### config.mk
export PLATFORM = sky130hd
export DESIGN_NAME = usb_tx_packet
export DESIGN_NICKNAME = d
export VERILOG_FILES = /design/src/rtl/usb_tx_packet.sv
export SDC_FILE = /design/constraint.sdc
export NUM_CORES = 1
export LEC_CHECK = 0
export ABC_CLOCK_PERIOD_IN_PS = 1870
export BUFFER_PORTS_ARGS = -buffer_cell sky130_fd_sc_hd__buf_4
export CAP_MARGIN = 20
export CELL_PAD_IN_SITES_DETAIL_PLACEMENT = 1
export CELL_PAD_IN_SITES_GLOBAL_PLACEMENT = 2
export CORE_ASPECT_RATIO = 1.75
export CORE_MARGIN = 2
export CORE_UTILIZATION = 28
export DETAILED_ROUTE_END_ITERATION = 8
export PLACE_DENSITY_LB_ADDON = 0.1
export SLEW_MARGIN = 20
export SYNTH_ARGS = -nofsm -noshare
export SYNTH_HDL_FRONTEND = slang
export SYNTH_SLANG_ARGS = --single-unit
### constraint.sdc
create_clock -name clk -period 1.87 [get_ports clk]
set_input_delay 0.0935 -clock clk [delete_from_list [all_inputs] [get_ports clk]]
set_output_delay 0.0935 -clock clk [all_outputs]
set_load 0.05 [all_outputs]
### src/rtl/usb_tx_packet.sv
// usb_tx_packet: frames a USB low-speed packet (PID, payload, CRC16) into a byte-serial sender.
// Optional feature macro USB_TX_CRC16_EN: when defined, CRC16 is generated and appended to data packets.
module usb_tx_packet #(
  parameter int MAX_LEN = 8
) (
  input  logic       clk,
  input  logic       reset,
  input  logic       start,
  input  logic [3:0] pid,
  input  logic [3:0] len,
  output logic       busy,
  output logic       done,
  output logic [2:0] buf_addr,
  input  logic [7:0] buf_data,
  output logic [7:0] tx_data,
  output logic       tx_valid,
  input  logic       tx_ready,
  input  logic       tx_den
);

  localparam logic [3:0] MAX_LEN_C = 4'(MAX_LEN);

  typedef enum logic [3:0] {
    IDLE    = 4'd0,
    FETCH   = 4'd1,
    SYNC    = 4'd2,
    PAYLOAD = 4'd3,
`ifdef USB_TX_CRC16_EN
    CRC_LO  = 4'd4,
    CRC_HI  = 4'd5,
`endif
    LAST    = 4'd6,
    EOP     = 4'd7,
    DONE    = 4'd8
  } state_t;

  state_t      state_r;
  state_t      state_next_s;
  logic [7:0]  next_byte_r;
  logic        den_q_r;
  logic        is_data_r;
  logic [3:0]  len_r;
  logic [3:0]  cnt_r;
  logic        fetch_cnt_r;
  logic        busy_s;
  logic        done_s;
  logic        tx_valid_s;

`ifdef USB_TX_CRC16_EN
  logic [15:0] crc_r;
  logic [15:0] crc_next_s;

  // Reflected CRC16 (0xA001) advanced by one byte, LSB first.
  function automatic logic [15:0] crc16_step(input logic [15:0] crc_in, input logic [7:0] data_in);
    logic [15:0] c;
    c = crc_in ^ {8'h00, data_in};
    for (int i = 0; i < 8; i++) begin
      if (c[0]) begin
        c = (c >> 1) ^ 16'hA001;
      end else begin
        c = c >> 1;
      end
    end
    return c;
  endfunction

  assign crc_next_s = crc16_step(crc_r, tx_data);
`endif

  // State register.
  always_ff @(posedge clk) begin
    if (reset) begin
      state_r <= IDLE;
    end else begin
      state_r <= state_next_s;
    end
  end

  // Next-state decode.
  always_comb begin
    state_next_s = state_r;
    case (state_r)
      IDLE: begin
        if (start) begin
          state_next_s = FETCH;
        end else begin
          state_next_s = IDLE;
        end
      end
      FETCH: begin
        if (fetch_cnt_r) begin
          state_next_s = SYNC;
        end else begin
          state_next_s = FETCH;
        end
      end
      SYNC: begin
        if (!tx_ready) begin
          state_next_s = SYNC;
        end else if (!is_data_r) begin
          state_next_s = LAST;
        end else if (len_r != 4'd0) begin
          state_next_s = PAYLOAD;
        end else begin
`ifdef USB_TX_CRC16_EN
          state_next_s = CRC_LO;
`else
          state_next_s = LAST;
`endif
        end
      end
      PAYLOAD: begin
        if (tx_ready && (cnt_r == len_r)) begin
`ifdef USB_TX_CRC16_EN
          state_next_s = CRC_LO;
`else
          state_next_s = LAST;
`endif
        end else begin
          state_next_s = PAYLOAD;
        end
      end
`ifdef USB_TX_CRC16_EN
      CRC_LO: begin
        if (tx_ready) begin
          state_next_s = CRC_HI;
        end else begin
          state_next_s = CRC_LO;
        end
      end
      CRC_HI: begin
        if (tx_ready) begin
          state_next_s = LAST;
        end else begin
          state_next_s = CRC_HI;
        end
      end
`endif
      LAST: begin
        if (tx_ready) begin
          state_next_s = EOP;
        end else begin
          state_next_s = LAST;
        end
      end
      EOP: begin
        if (den_q_r && !tx_den) begin
          state_next_s = DONE;
        end else begin
          state_next_s = EOP;
        end
      end
      DONE: begin
        state_next_s = IDLE;
      end
      default: begin
        state_next_s = IDLE;
      end
    endcase
  end

  // Output decode from the upcoming state so the registered outputs align with it.
  always_comb begin
    busy_s     = (state_next_s != IDLE);
    done_s     = (state_next_s == DONE);
    tx_valid_s = 1'b0;
    case (state_next_s)
      SYNC:    tx_valid_s = 1'b1;
      PAYLOAD: tx_valid_s = 1'b1;
`ifdef USB_TX_CRC16_EN
      CRC_LO:  tx_valid_s = 1'b1;
      CRC_HI:  tx_valid_s = 1'b1;
`endif
      LAST:    tx_valid_s = 1'b1;
      default: tx_valid_s = 1'b0;
    endcase
  end

  // Output registers.
  always_ff @(posedge clk) begin
    if (reset) begin
      busy     <= 1'b0;
      done     <= 1'b0;
      tx_valid <= 1'b0;
    end else begin
      busy     <= busy_s;
      done     <= done_s;
      tx_valid <= tx_valid_s;
    end
  end

  // Byte datapath: next_byte_r tracks buf_data continuously; tx_ready spacing gives it time to settle.
  always_ff @(posedge clk) begin
    if (reset) begin
      tx_data     <= 8'h00;
      buf_addr    <= 3'd0;
      next_byte_r <= 8'h00;
      den_q_r     <= 1'b0;
      is_data_r   <= 1'b0;
      len_r       <= 4'd0;
      cnt_r       <= 4'd0;
      fetch_cnt_r <= 1'b0;
`ifdef USB_TX_CRC16_EN
      crc_r       <= 16'hFFFF;
`endif
    end else begin
      next_byte_r <= buf_data;
      den_q_r     <= tx_den;
      case (state_r)
        IDLE: begin
          if (start) begin
            is_data_r   <= (pid[2:0] == 3'b011);
            len_r       <= (len > MAX_LEN_C) ? MAX_LEN_C : len;
            cnt_r       <= 4'd0;
            fetch_cnt_r <= 1'b0;
            buf_addr    <= 3'd0;
            tx_data     <= {~pid, pid};
`ifdef USB_TX_CRC16_EN
            crc_r       <= 16'hFFFF;
`endif
          end
        end
        FETCH: begin
          fetch_cnt_r <= 1'b1;
        end
        SYNC: begin
          if (tx_ready && is_data_r) begin
            if (len_r != 4'd0) begin
              tx_data  <= next_byte_r;
              cnt_r    <= 4'd1;
              buf_addr <= buf_addr + 3'd1;
            end
`ifdef USB_TX_CRC16_EN
            else begin
              tx_data <= ~crc_r[7:0];
            end
`endif
          end
        end
        PAYLOAD: begin
          if (tx_ready) begin
`ifdef USB_TX_CRC16_EN
            crc_r <= crc_next_s;
`endif
            if (cnt_r != len_r) begin
              tx_data  <= next_byte_r;
              cnt_r    <= cnt_r + 4'd1;
              buf_addr <= buf_addr + 3'd1;
            end
`ifdef USB_TX_CRC16_EN
            else begin
              tx_data <= ~crc_next_s[7:0];
            end
`endif
          end
        end
`ifdef USB_TX_CRC16_EN
        CRC_LO: begin
          if (tx_ready) begin
            tx_data <= ~crc_r[15:8];
          end
        end
`endif
        default: begin
        end
      endcase
    end
  end

endmodule

==> results.json <==
{
  "setup_slack_ns": 0.0141,
  "row_count": 36,
  "syn_to_final_growth_pct": 40.1,
  "hold_buffers": 0,
  "yosysUniqueCellTypes": 40,
  "cp-startpoint": "len_r[3]",
  "cts_tree": "done",
  "grt_overflow": 0,
  "status": "finished clean",
  "synth.net_count": 197,
  "die_y_microns": 104,
  "fmax_mhz": 539,
  "core_area_sq_mm": 0.00554,
  "cts_buffers": 5,
  "die_x_microns": 60.9,
  "routedWlPerCell_microns": 15.0,
  "syn_area_sq_mm": 0.00159,
  "min_period_ns": 1.86,
  "clock_path_buffers": 2,
  "clock_latency_ns": 0.29,
  "drive_gt1_share_pct": 34.2,
  "hold_class": "in2reg",
  "synth_area_leaders": "dfxtp_1 47%, nand2_1 6.4%, a21oi_1 4.4%",
  "cp.arrival_ns": 2.08,
  "fillCellCount": 657,
  "r2r-start": "len_r[3]",
  "critical-path-max-stage-delay_ns": 0.47,
  "ys.flop_type": "dfxtp_1",
  "h-tree-depth": 2,
  "p_per_area_mw_per_mm2": 884,
  "antenna_found_initial": 0,
  "r2r_end": "buf_addr[2]",
  "setup_viol": 0,
  "synth-edff-count": 0,
  "multi_input_area_sq_um": 816,
  "dieArea_sq_mm": 0.00630,
  "io_buffers": 34,
  "synth_top_area_cell": "dfxtp_1",
  "final_cells": 304,
  "synthArstFlopShare_pct": 0,
  "post-place-cells": 291,
  "ir_drop_uv": 342,
  "gp_congestion": 0.746,
  "synthCells": 174,
  "ys_ff_latch": 37,
  "power_leakage_uw": 0.000916,
  "regToRegSetupSlack_ns": 0.01,
  "period_share_pct": 99.2,
  "hold_start": "buf_data[0]",
  "cp.required_ns": 2.10,
  "vias": 1474,
  "avgSynthCellArea_sq_um": 9.11,
  "slew_headroom_pct": 70.2,
  "nets": 250,
  "cts-root-buf": "clkbuf_8",
  "place_ws_ns": 0.00701,
  "diodes": 0,
  "drtIter0Drc": 38,
  "start_util_pct": 28.6,
  "grt_pass1_vias": 1531,
  "grt_pass1_wl_mm": 7.12,
  "ant_nets": 0,
  "critical_path.endpoint": "buf_addr[2]",
  "slowest_stage": "o41a_1",
  "slew_violations": 0,
  "cts_sinks": 37,
  "tightestPinTransition_ns": 0.442,
  "clkTransAtPathRegs_ns": 0.08,
  "routed_via_density": 4.85,
  "regArea_sq_um": 748,
  "path_class": "reg2reg",
  "ff2ff_path_depth": 7,
  "crit_chain": "buf_4, xor2_1, o41a_1, a2bb2oi_4, clkbuf_16, a21o_1, a21oi_2",
  "finalHoldViolations": 0,
  "ys_seq_area_share_pct": 46.7,
  "drt-total-wl_mm": 4.57,
  "drtPass1Iterations": 2,
  "io_pins": 35,
  "ys_warn_count": 0,
  "skew_ns": 0.00266,
  "cp-end-kind": "flip-flop",
  "grt_use_total_pct": 15.0,
  "path_max_fanout": 5,
  "dp_hpwl_mm": 3.26,
  "cap_violations": 0,
  "grt_max_degree": 34,
  "yosys.area.top_type_share_pct": 46.7,
  "start_kind": "flip-flop",
  "rsz0062_at_grt": "yes",
  "drc": 0
}
-- how the worst min path moves through the flow --
stage / end / slack, ns / cells after the start
detailed placement: next_byte_r[4] / 0.32 / 2
floorplan: den_q_r / 0.17 / 1
CTS: next_byte_r[4] / 0.008 / 2
finish: next_byte_r[0] / 0.01 / 2
global placement: next_byte_r[0] / 0.30 / 2
global route: next_byte_r[5] / 0.02 / 2
-- cells in the mapped netlist, types with 2 or more instances --
library cell,n
ha_1,2
nand3b_1,4
nor4_1,3
nor2b_1,9
o21a_1,2
mux2i_1,5
nand3_2,2
nand2_1,27
nand2b_1,3
nor2_1,15
xor2_1,4
clkbuf_1,5
inv_1,2
a41oi_1,2
nand3_1,2
nand4b_1,2
a311oi_1,4
dfxtp_1,37
nand4_1,2
o21ai_0,8
a21oi_1,14
a31oi_1,2
-- power breakdown --
| group | switching [uW] | leakage, uW | internal (uW) |
|---|---|---|---|
| clock | 305 | 0.0000549 | 341 |
| combinational | 248 | 0.000555 | 201 |
| sequential | 32.1 | 0.000306 | 838 |
| total | 584 | 0.000916 | 1380 |
-- placed cells by master (no fill, tap or decap), types with 3 or more instances in the layout --
master / count
dfxtp_2: 6
nor2_1: 15
mux2i_1: 5
nand3b_1: 4
nor2b_1: 9
nor4_1: 3
a21oi_1: 13
a311oi_1: 4
o21ai_0: 8
buf_4: 49
nand2b_1: 3
clkbuf_8: 7
nand2_1: 27
xor2_1: 4
dfxtp_1: 31
-- stage by stage --
step	total power, uW	hold slack, ns	util, %	area [sq um]	setup TNS [ns]
3_3_place_gp	1280	0.305	36.4	2010	0
4_1_cts	1950	0.00816	38.3	2120	0
6_report	1960	0.0136	40.1	2220	0
3_5_place_dp	1300	0.316	36.4	2010	0
5_1_grt	2070	0.0163	40.1	2220	-0.0432
2_1_floorplan	1130	0.165	-	1590	0
-- timing repair --
action / in CTS / in global routing
pin swaps: 0 / 5
buffers inserted: 0 / 3
gates resized for setup: 2 / 7
endpoints found under the setup margin: 4 / 11
gates cloned: 0 / 3
-- layer usage --
metal  share of wire, %  vias to the layer above  track usage (%)
met5                  0                        -                0
met4                1.7                        0             5.59
met3                3.2                        7             3.25
met2                 58                       26             27.2
met1                 38                      719             16.0
li1                   -                      722                -
-- registers in the layout, summed over array words and instances, names as in the netlist --
signal       flops
tx_data          8
fetch_cnt_r      1
next_byte_r      8
cnt_r            4
busy             1
buf_addr         3
tx_valid         1
done             1
state_r          4
len_r            4
den_q_r          1
is_data_r        1
-- worst max-delay path, delay by kind of cell (launching register included) --
kind	cells	cell delay (ns)
compound gates	4	0.98
xor+xnor	1	0.15
buf+inv	2	0.32
flops	1	0.34
-- cell type report --
type / count / share of cell area [%]
repair buffers: 53 / 20.2
flip-flops and latches: 37 / 33.7
well taps: 76 / 4.28
clock inverters: 1 / 0.394
clock buffers: 7 / 4.34
multi-input cells: 128 / 36.7
inverters: 2 / 0.338
-- kinds of logic (layout without fill, tap and decap cells) --
logic type | after synthesis | count (layout) | share of synthesized area (%)
adders and majority gates | 2 | 2 | 1.58
and+or+nand+nor | 76 | 76 | 25.5
muxes | 5 | 5 | 3.16
DFF | 37 | 37 | 46.7
buffers and inverters | 9 | 63 | 2.92
AOI/OAI and AO/OA | 40 | 40 | 17.4
xor gates and xnor gates | 5 | 5 | 2.76
(Power assumes the default switching activity.)
